--- src/rtl/result_handoff_if.sv ---
// Bundle of the eig_core result bus and the output_loader launch bus.
// slave: the handoff block; master: whoever drives the core/loader side.
interface result_handoff_if;
  logic               core_busy;
  logic signed [31:0] kappa;
  logic signed [31:0] inv_kappa;
  logic        [2:0]  regime;
  logic               ol_busy;
  logic               start_ol;
  logic signed [31:0] word_a;
  logic signed [31:0] word_b;
  logic        [2:0]  mode;

  modport slave (
    input  core_busy, kappa, inv_kappa, regime, ol_busy,
    output start_ol, word_a, word_b, mode
  );

  modport master (
    output core_busy, kappa, inv_kappa, regime, ol_busy,
    input  start_ol, word_a, word_b, mode
  );
endinterface

--- src/rtl/result_handoff.sv ---
// Captures eig_core results on the falling edge of core_busy into a small
// FIFO and launches them one at a time into the output loader.
module result_handoff #(
  parameter int DEPTH       = 2,  // 2 or 4 records
  parameter int ACK_TIMEOUT = 4   // 1..15 cycles
) (
  input  logic                clk,
  input  logic                rst_n,
  result_handoff_if.slave     hif,
  input  logic                clr_i,
  output logic [2:0]          fill_o,
  output logic                overrun_o,
  output logic                ack_err_o,
  output logic [7:0]          drop_cnt_o
);

  localparam int PW = $clog2(DEPTH);

  typedef struct packed {
    logic [31:0] a;
    logic [31:0] b;
    logic [2:0]  m;
  } rec_t;

  typedef enum logic [1:0] {IDLE, LAUNCH, WAIT_ACK, WAIT_DONE} state_t;

  state_t          state_q, state_d;
  logic [3:0]      cnt_q, cnt_d;
  logic            busy_q;
  rec_t            mem_q [DEPTH];
  logic [PW-1:0]   wr_ptr_q, rd_ptr_q;
  logic [2:0]      fill_q, fill_d;
  logic            start_q;
  rec_t            out_q;
  logic            overrun_q, ack_err_q;
  logic [7:0]      drop_q;

  logic capture, pop, full, drop, wr, timeout;
  rec_t in_rec;

  assign in_rec  = '{a: hif.kappa, b: hif.inv_kappa, m: hif.regime};
  assign capture = busy_q & ~hif.core_busy;
  // Pop only from IDLE; a record written this cycle is not yet visible in fill_q.
  assign pop     = (state_q == IDLE) && (fill_q != 3'd0) && !hif.ol_busy;
  assign full    = (fill_q == 3'(DEPTH));
  // A pop in the same cycle frees the slot, so a full FIFO still accepts.
  assign drop    = capture && full && !pop;
  assign wr      = capture && !drop;

  // Launch FSM next-state, ack timeout counter and occupancy update.
  always_comb begin
    state_d = state_q;
    cnt_d   = cnt_q;
    timeout = 1'b0;
    unique case (state_q)
      IDLE:      if (pop) state_d = LAUNCH;
      LAUNCH: begin
        cnt_d   = 4'd0;
        state_d = WAIT_ACK;
      end
      WAIT_ACK: begin
        if (hif.ol_busy) begin
          state_d = WAIT_DONE;
        end else if (cnt_q == 4'(ACK_TIMEOUT)) begin
          timeout = 1'b1;
          state_d = IDLE;
        end else begin
          cnt_d = cnt_q + 4'd1;
        end
      end
      WAIT_DONE: if (!hif.ol_busy) state_d = IDLE;
      default:   state_d = IDLE;
    endcase

    unique case ({wr, pop})
      2'b10:   fill_d = fill_q + 3'd1;
      2'b01:   fill_d = fill_q - 3'd1;
      default: fill_d = fill_q;
    endcase
  end

  // FSM, pointers, held operands and registered launch pulse.
  always_ff @(posedge clk or negedge rst_n) begin
    if (!rst_n) begin
      state_q  <= IDLE;
      cnt_q    <= 4'd0;
      busy_q   <= 1'b0;
      wr_ptr_q <= '0;
      rd_ptr_q <= '0;
      fill_q   <= 3'd0;
      start_q  <= 1'b0;
      out_q    <= '0;
    end else begin
      state_q <= state_d;
      cnt_q   <= cnt_d;
      busy_q  <= hif.core_busy;
      fill_q  <= fill_d;
      // Delayed one cycle from LAUNCH so the pulse comes straight off a flop.
      start_q <= (state_q == LAUNCH);
      if (wr)  wr_ptr_q <= wr_ptr_q + 1'b1;
      if (pop) begin
        rd_ptr_q <= rd_ptr_q + 1'b1;
        out_q    <= mem_q[rd_ptr_q];
      end
    end
  end

  // Record storage; contents are don't-care until written, so no reset.
  always_ff @(posedge clk) begin
    if (wr) mem_q[wr_ptr_q] <= in_rec;
  end

  // Sticky error flags and saturating drop counter; a new event beats clr.
  always_ff @(posedge clk or negedge rst_n) begin
    if (!rst_n) begin
      overrun_q <= 1'b0;
      ack_err_q <= 1'b0;
      drop_q    <= 8'd0;
    end else begin
      if (drop)       overrun_q <= 1'b1;
      else if (clr_i) overrun_q <= 1'b0;

      if (timeout)    ack_err_q <= 1'b1;
      else if (clr_i) ack_err_q <= 1'b0;

      if (drop) begin
        if (clr_i)              drop_q <= 8'd1;
        else if (drop_q != 8'hFF) drop_q <= drop_q + 8'd1;
      end else if (clr_i) begin
        drop_q <= 8'd0;
      end
    end
  end

  assign hif.start_ol = start_q;
  assign hif.word_a   = out_q.a;
  assign hif.word_b   = out_q.b;
  assign hif.mode     = out_q.m;
  assign fill_o       = fill_q;
  assign overrun_o    = overrun_q;
  assign ack_err_o    = ack_err_q;
  assign drop_cnt_o   = drop_q;

endmodule
--- src/flat_wrapper.sv ---
// flat-port wrapper written by rule: the top's interface ports become plain ports
module result_handoff_flat 
#(
  parameter int DEPTH       = 2,                   
  parameter int ACK_TIMEOUT = 4                  
)
  (clk, rst_n, clr_i, fill_o, overrun_o, ack_err_o, drop_cnt_o, hif_core_busy, hif_kappa, hif_inv_kappa, hif_regime, hif_ol_busy, hif_start_ol, hif_word_a, hif_word_b, hif_mode);
  result_handoff_if hif_i ();
  input  logic clk;
  input  logic rst_n;
  input  logic clr_i;
  output logic [2:0] fill_o;
  output logic overrun_o;
  output logic ack_err_o;
  output logic [7:0] drop_cnt_o;
  input wire logic [$bits(hif_i.core_busy)-1:0] hif_core_busy;
  input wire logic [$bits(hif_i.kappa)-1:0] hif_kappa;
  input wire logic [$bits(hif_i.inv_kappa)-1:0] hif_inv_kappa;
  input wire logic [$bits(hif_i.regime)-1:0] hif_regime;
  input wire logic [$bits(hif_i.ol_busy)-1:0] hif_ol_busy;
  output wire logic [$bits(hif_i.start_ol)-1:0] hif_start_ol;
  output wire logic [$bits(hif_i.word_a)-1:0] hif_word_a;
  output wire logic [$bits(hif_i.word_b)-1:0] hif_word_b;
  output wire logic [$bits(hif_i.mode)-1:0] hif_mode;
  assign hif_i.core_busy = hif_core_busy;
  assign hif_i.kappa = hif_kappa;
  assign hif_i.inv_kappa = hif_inv_kappa;
  assign hif_i.regime = hif_regime;
  assign hif_i.ol_busy = hif_ol_busy;
  assign hif_start_ol = hif_i.start_ol;
  assign hif_word_a = hif_i.word_a;
  assign hif_word_b = hif_i.word_b;
  assign hif_mode = hif_i.mode;
  result_handoff #(.DEPTH(DEPTH), .ACK_TIMEOUT(ACK_TIMEOUT)) u_core (.clk(clk), .rst_n(rst_n), .hif(hif_i), .clr_i(clr_i), .fill_o(fill_o), .overrun_o(overrun_o), .ack_err_o(ack_err_o), .drop_cnt_o(drop_cnt_o));
endmodule
--- config.mk ---
export PLATFORM = sky130hd
export DESIGN_NAME = result_handoff_flat
export DESIGN_NICKNAME = d
export VERILOG_FILES = /design/src/rtl/result_handoff_if.sv /design/src/rtl/result_handoff.sv /design/src/flat_wrapper.sv
export SDC_FILE = /design/constraint.sdc
export NUM_CORES = 1
export LEC_CHECK = 0
export CAP_MARGIN = 20
export CORE_MARGIN = 4
export CORE_UTILIZATION = 47
export CTS_CLUSTER_DIAMETER = 30
export CTS_CLUSTER_SIZE = 28
export DETAILED_ROUTE_END_ITERATION = 10
export GPL_TIMING_DRIVEN = 0
export PLACE_DENSITY = 0.75
export SLEW_MARGIN = 20
export SYNTH_ARGS = -nofsm -noshare
export SYNTH_HDL_FRONTEND = slang
export SYNTH_SLANG_ARGS = --single-unit
--- constraint.sdc ---
create_clock -name clk -period 4.6 [get_ports clk]
set_input_delay 0.92 -clock clk [delete_from_list [all_inputs] [get_ports clk]]
set_output_delay 0.92 -clock clk [all_outputs]
set_load 0.03 [all_outputs]
=== After elaboration in Yosys (flattened, before gate mapping) ===
Memory sizes are Yosys's and may differ from the RTL's. A register that Yosys moved wholly into a read port is not among the register bits.
Index checks and enable logic that the tools add are counted.

* $add $sub $neg: 6
* Equal/unequal tests: 13
* Multiplexer cells: 21
* Bitwise operators: 2
* Reductions and logical operators: 19

{| class="wikitable"
|+ Operators by type and width
! kind !! count
|-
| $mux W8 || 4
|-
| $reduce_bool A2 Y1 || 5
|-
| $add A8 B1 Y8 const B || 1
|-
| $mux W1 || 8
|-
| $mux W2 || 4
|-
| $mux W4 || 2
|-
| $ne A8 B8 Y1 const B || 1
|-
| $pmux W2 S4 || 1
|-
| $pmux W4 S2 || 1
|-
| $eq A2 B2 Y1 const B || 3
|-
| $ne A2 B2 Y1 const B || 3
|-
| $pmux W3 S2 || 1
|-
| $reduce_and A3 Y1 || 2
|-
| $logic_and A1 B1 Y1 || 5
|-
| $add A4 B1 Y4 const B || 1
|-
| $eq A2 B1 Y1 const B || 2
|-
| $eq A4 B3 Y1 const B || 1
|-
| $logic_not A1 Y1 || 4
|-
| $add A3 B1 Y3 const B || 1
|-
| $eq A3 B2 Y1 const B || 1
|-
| $ne A3 B2 Y1 const B || 1
|-
| $reduce_bool A3 Y1 || 1
|-
| $sub A3 B1 Y3 const B || 1
|-
| $add A1 B1 Y1 const B || 2
|-
| other kinds (5) || 5
|}

* Register bits after elaboration: 23
* Memory bits (writable): 134
* Output and inout bits: 81
* Word-level logic and storage cells: 72
* Memories: 1

{| class="wikitable"
|+ Memory list
! memory !! depth !! width !! rd ports !! clocked after Yosys merged registers in !! write ports !! line !! RTL
|-
| u_core.mem_q || 2 || 67 || 1 || 1 || 1 || result_handoff.sv:30 || <nowiki>rec_t mem_q [DEPTH];</nowiki>
|}

=== Longest topological paths before layout ===
* Word-level depth: 9
* Depth in mapped cells: 10

=== Worst setup path before layout ===
No wires, ideal clock.

* Kind: input port to flip-flop
* From: input hif_ol_busy
* To: memory u_core.mem_q[0][0] in the netlist's numbering (enable)
* Library setup time: 0.500 ns
* Arrival: 4.644 ns
* Slack: -0.545 ns
* Stages on the path: 4
* Buffers on the path: 1
* Cell sequence: or3_1 > buf_6 > a31oi_1 > nor2b_1

* Cells in the longest elaborated chain, start to end: 8

{| class="wikitable"
|+ Ends and longest elaborated chain
! item !! line !! RTL
|-
| start: declaration || flat_wrapper.sv:20 || <nowiki>input wire logic [$bits(hif_i.ol_busy)-1:0] hif_ol_busy;</nowiki>
|-
| $logic_not A1 Y1 || result_handoff.sv:44 || <nowiki>assign pop = (state_q == IDLE) && (fill_q != 3'd0) && !hif.ol_busy;</nowiki>
|-
| $logic_and A1 B1 Y1 || result_handoff.sv:44 ||
|-
| $logic_not A1 Y1 || result_handoff.sv:47 || <nowiki>assign drop = capture && full && !pop;</nowiki>
|-
| $logic_and A1 B1 Y1 || result_handoff.sv:47 ||
|-
| $logic_not A1 Y1 || result_handoff.sv:48 || <nowiki>assign wr = capture && !drop;</nowiki>
|-
| $logic_and A1 B1 Y1 || result_handoff.sv:48 ||
|-
| $mux W1 || result_handoff.sv:110 || <nowiki>if (wr) mem_q[wr_ptr_q] <= in_rec;</nowiki>
|-
| $mux W1 (not written as such) || result_handoff.sv:110 ||
|-
| end: declaration || result_handoff.sv:30 ||
|}

Every way passes these cells.

=== Final worst setup path ===
* From: input hif_ol_busy
* To: register u_core.fill_q[2] (netlist: u_core.fill_o[2])

* Cells in the longest elaborated chain, start to end: 8
* Elaborated cells on any way between the ends: 10
* Those cells by class: eq/ne: 2; mux: 1; reduce/logical: 7

{| class="wikitable"
|+ Ends and longest elaborated chain
! item !! line !! RTL
|-
| $logic_not A1 Y1 * || result_handoff.sv:44 ||
|-
| $logic_and A1 B1 Y1 * || result_handoff.sv:44 ||
|-
| $logic_not A1 Y1 || result_handoff.sv:47 ||
|-
| $logic_and A1 B1 Y1 || result_handoff.sv:47 ||
|-
| $logic_not A1 Y1 || result_handoff.sv:48 ||
|-
| $logic_and A1 B1 Y1 || result_handoff.sv:48 ||
|-
| $eq A2 B1 Y1 or $eq A2 B2 Y1 (tied branches) || result_handoff.sv:75 || <nowiki>unique case ({wr, pop})</nowiki>
|-
| $pmux W3 S2 or $reduce_bool A2 Y1 (tied branches) || -- ||
|-
| end signal: assignment || result_handoff.sv:97 || <nowiki>fill_q <= fill_d;</nowiki>
|-
| end: declaration || result_handoff.sv:32 || <nowiki>logic [2:0] fill_q, fill_d;</nowiki>
|}

Mark *: on every way between the ends. The rest lies on a longest branch, timed or not.
A chain may end at the register's enable or synchronous reset.

==> impl_metrics.py <==
metrics = {
    "run_status": {
        "status": "finished, final reports clean",
    },
    "critical_path": {
        "cp_max_fo": 10,
        "crit_arrival_ns": 3.64,
        "start_kind": "input port",
        "worstSetupPathType": "in -> reg",
        "required_ns": 5.01,
        "cp-end-kind": "flip-flop",
        "r2r_slack_ns": 1.82,
    },
    "worst_hold_path": {
        "hp-class": "in -> async",
    },
    "floorplanning": {
        "die_x_um": 141.8,
        "start_util_pct": 48.30,
        "core_um2": 17420,
        "fp.dieH_um": 141.8,
        "io_pins": 153,
        "rows": 48,
        "die_area_um2": 20100,
    },
    "final_layout": {
        "multi_input_area_um2": 1921,
        "layout-drive-gt1-share_pct": 12.56,
        "regArea_um2": 6276,
        "diodes": 0,
        "final_cell_count_no_fill": 1013,
        "fill_cells": 1178,
        "area_growth_pct": 39.50,
        "final_nets": 832,
    },
    "yosys": {
        "synthArstFlopShare_pct": 40.18,
        "yosysWarnings": 0,
        "synth_common_cells": "134 x edfxtp_1, 90 x dfrtp_1, 73 x a21oi_1",
        "ys_types": 47,
        "syn_avg_cell_area_um2": 15.10,
        "syn_inst": 557,
        "yosysMostFrequentCell": "edfxtp_1",
        "synth_ff_type": "edfxtp_1",
        "synth-seq-cells": 224,
        "synth-compound-area-share_pct": 6.469,
        "synth_top_family_by_area": "multiplexers",
        "synthDominantCellAreaShare_pct": 47.83,
        "synthMuxAreaShare_pct": 8.403,
        "yosysSeqAreaShare_pct": 74.60,
        "yosys-top-cells-area": "edfxtp_1 48%, dfrtp_1 27%, mux2i_1 8.1%, a21oi_1 4.3%, nor2_1 3.2%",
        "synthAdderAreaFrac_pct": 0.6841,
        "synthXorXnorAreaFrac_pct": 0.5205,
        "syn_area_um2": 8413,
        "synth_top_area_cell": "edfxtp_1",
        "synthSimpleGateAreaFrac_pct": 6.633,
        "synth.net_count": 633,
        "synth-edff-count": 134,
    },
    "timing": {
        "finalSetupTns_ns": 0,
        "final_max_slew_viol_count": 0,
        "worst_pin_slew_ns": 0.7577,
        "final-hold-violation-count": 0,
        "period_share_pct": 70.26,
        "period_needed_ns": 3.232,
        "timing.slew.headroom_pct": 49.48,
        "skew_ns": 0.02020,
        "rsz0062_at_grt": "no",
        "fmax_mhz": 309.4,
        "setup_violations": 0,
    },
    "global_routing": {
        "grt_antenna_before_repair": 0,
        "grt_pass1_wl_um": 29180,
        "grt_max_degree": 71,
        "grt_use_total_pct": 18.38,
        "grt_pass1_vias": 5786,
        "grt_overflow": 0,
    },
    "clocking": {
        "ctsResizeCount": 0,
        "htree_levels": 2,
        "cts_tree": "yes",
        "clock_sinks": 224,
        "cts_hold_buf": 0,
        "clk_latency_ns": 0.51,
        "cts_buffer_depth": 3,
        "root_buffer": "clkbuf_16",
        "clkTransAtPathRegs_ns": 0.05,
        "cts_buffers": 40,
        "post_cts_buffers": 0,
    },
    "place": {
        "io_buffers": 152,
        "routabilityCongestion": 0.8158,
        "hpwl_um": 12080,
        "dpl.cell_count": 939,
    },
    "drt": {
        "viasPerCell": 5.197,
        "dr.first_iter.drc_count": 260,
        "drcViolationCount": 0,
        "wirelength_um": 18360,
        "vias": 5265,
        "ant_nets": 0,
        "wl_per_cell_um": 18.12,
        "drtPass1Iterations": 4,
    },
    "power": {
        "powerDensity_nw_per_um2": 725.8,
        "switching_power_w": 0.002777,
        "clockPowerShare_pct": 34.3,
        "p_leak_nw": 4.592,
        "internal_power_w": 0.005741,
        "p_comb_share_pct": 31.3,
        "power_frac_seq_pct": 34.4,
        "sw_frac_of_total_pct": 32.60,
        "vdd_drop_max_mv": 0.4888,
    },
    "job": {
        "drv_cap": 0,
    },
}
[state kept, by name, summed over array words and instances (netlist names)]
signal,flops
u_core.busy_q,1
u_core.hif.mode,3
u_core.mem_q,134
u_core.cnt_q,4
u_core.hif.start_ol,1
u_core.wr_ptr_q,1
u_core.overrun_o,1
u_core.state_q,2
u_core.drop_cnt_o,8
u_core.rd_ptr_q,1
u_core.fill_o,3
u_core.hif.word_b,32
u_core.hif.word_a,32
u_core.ack_err_o,1
[layer usage]
layer  global-route usage, %  vias to the layer above  share of wire [%]
li1                        -                     2452                  -
met1                   21.24                     2616                 39
met2                   31.70                      169                 51
met3                   6.404                       28                7.9
met4                   6.768                        0                2.0
met5                       0                        -                  0
[path summary, 6_finish.rpt]
path	from	end	depth (start not counted)
max	hif_ol_busy	u_core.fill_o[2]	11
min	rst_n	u_core.hif.word_a[28]	1
max reg2reg	u_core.state_q[1]	u_core.fill_o[2]	10
min reg2reg	u_core.overrun_o	u_core.overrun_o	2
max in group asynchronous	rst_n	u_core.overrun_o	2
min in group clk	u_core.overrun_o	u_core.overrun_o	2
[power by group through the flow]
stage | clock network [W] | logic [W] | registers [W]
6_report | 0.00292 | 0.00267 | 0.00293
5_1_grt | 0.00309 | 0.00287 | 0.00297
4_1_cts | 0.00297 | 0.00271 | 0.00293
3_5_place_dp | 0 | 0.00269 | 0.00295
3_3_place_gp | 0 | 0.00258 | 0.00294
2_1_floorplan | 0 | 0.00100 | 0.00352
[cells by family (layout without fill, tap and decap cells)]
kind of cell,Yosys count,count (layout)
buffers and inverters,34,265
xor gates and xnor gates,5,5
and+or+nand+nor,121,121
AOI/OAI and AO/OA,99,99
adders and majority gates,4,4
muxes,70,70
DFF,224,224
[critical path, stage by stage]
cell and delay [ns]:
clkdlybuf4s50_1 0.47, or3_1 0.35, buf_6 0.15, a21oi_2 0.15, buf_4 0.23, buf_4 0.20, nand2_1 0.10, fa_1 0.45
a211o_1 0.25, a22o_1 0.24, o21ai_0 0.14
[layout by cell type, fill, tap and decap left out, types with 7 or more instances in the layout]
cell type and instances:
clkdlybuf4s50_1 151, edfxtp_1 134, dfrtp_1 90, a21oi_1 73, nor2_1 72, mux2i_1 68, clkbuf_16 42, clkbuf_1 14
nand2_1 13, buf_6 11, o21ai_0 11, nand3_1 10, inv_1 7, buf_2 7
[layout make-up]
type | instances | area share (%)
Buffer | 27 | 1.706
Timing Repair Buffer | 157 | 14.08
Inverter | 7 | 0.2239
Multi-Input combinational cell | 299 | 16.36
Sequential cell | 224 | 53.48
Clock buffer | 55 | 9.797
Clock inverter | 19 | 1.951
Tap cell | 225 | 2.399
[stage by stage]
stage          utilization [%]  worst slack [ns]  area [um2]  hold slack (ns)  power (W)
6_report                 67.39             1.368       11740           0.2640   0.008518
3_5_place_dp             59.47            0.8759       10360           0.5151   0.005638
5_1_grt                  67.39             1.215       11740           0.2626   0.008927
3_3_place_gp             58.67            -1.016       10220           0.4890   0.005519
2_1_floorplan                -            0.7305        8416           0.4731   0.004524
4_1_cts                  67.39             1.385       11740           0.2536   0.008611
Note: power is estimated with default switching activity, not from simulation.
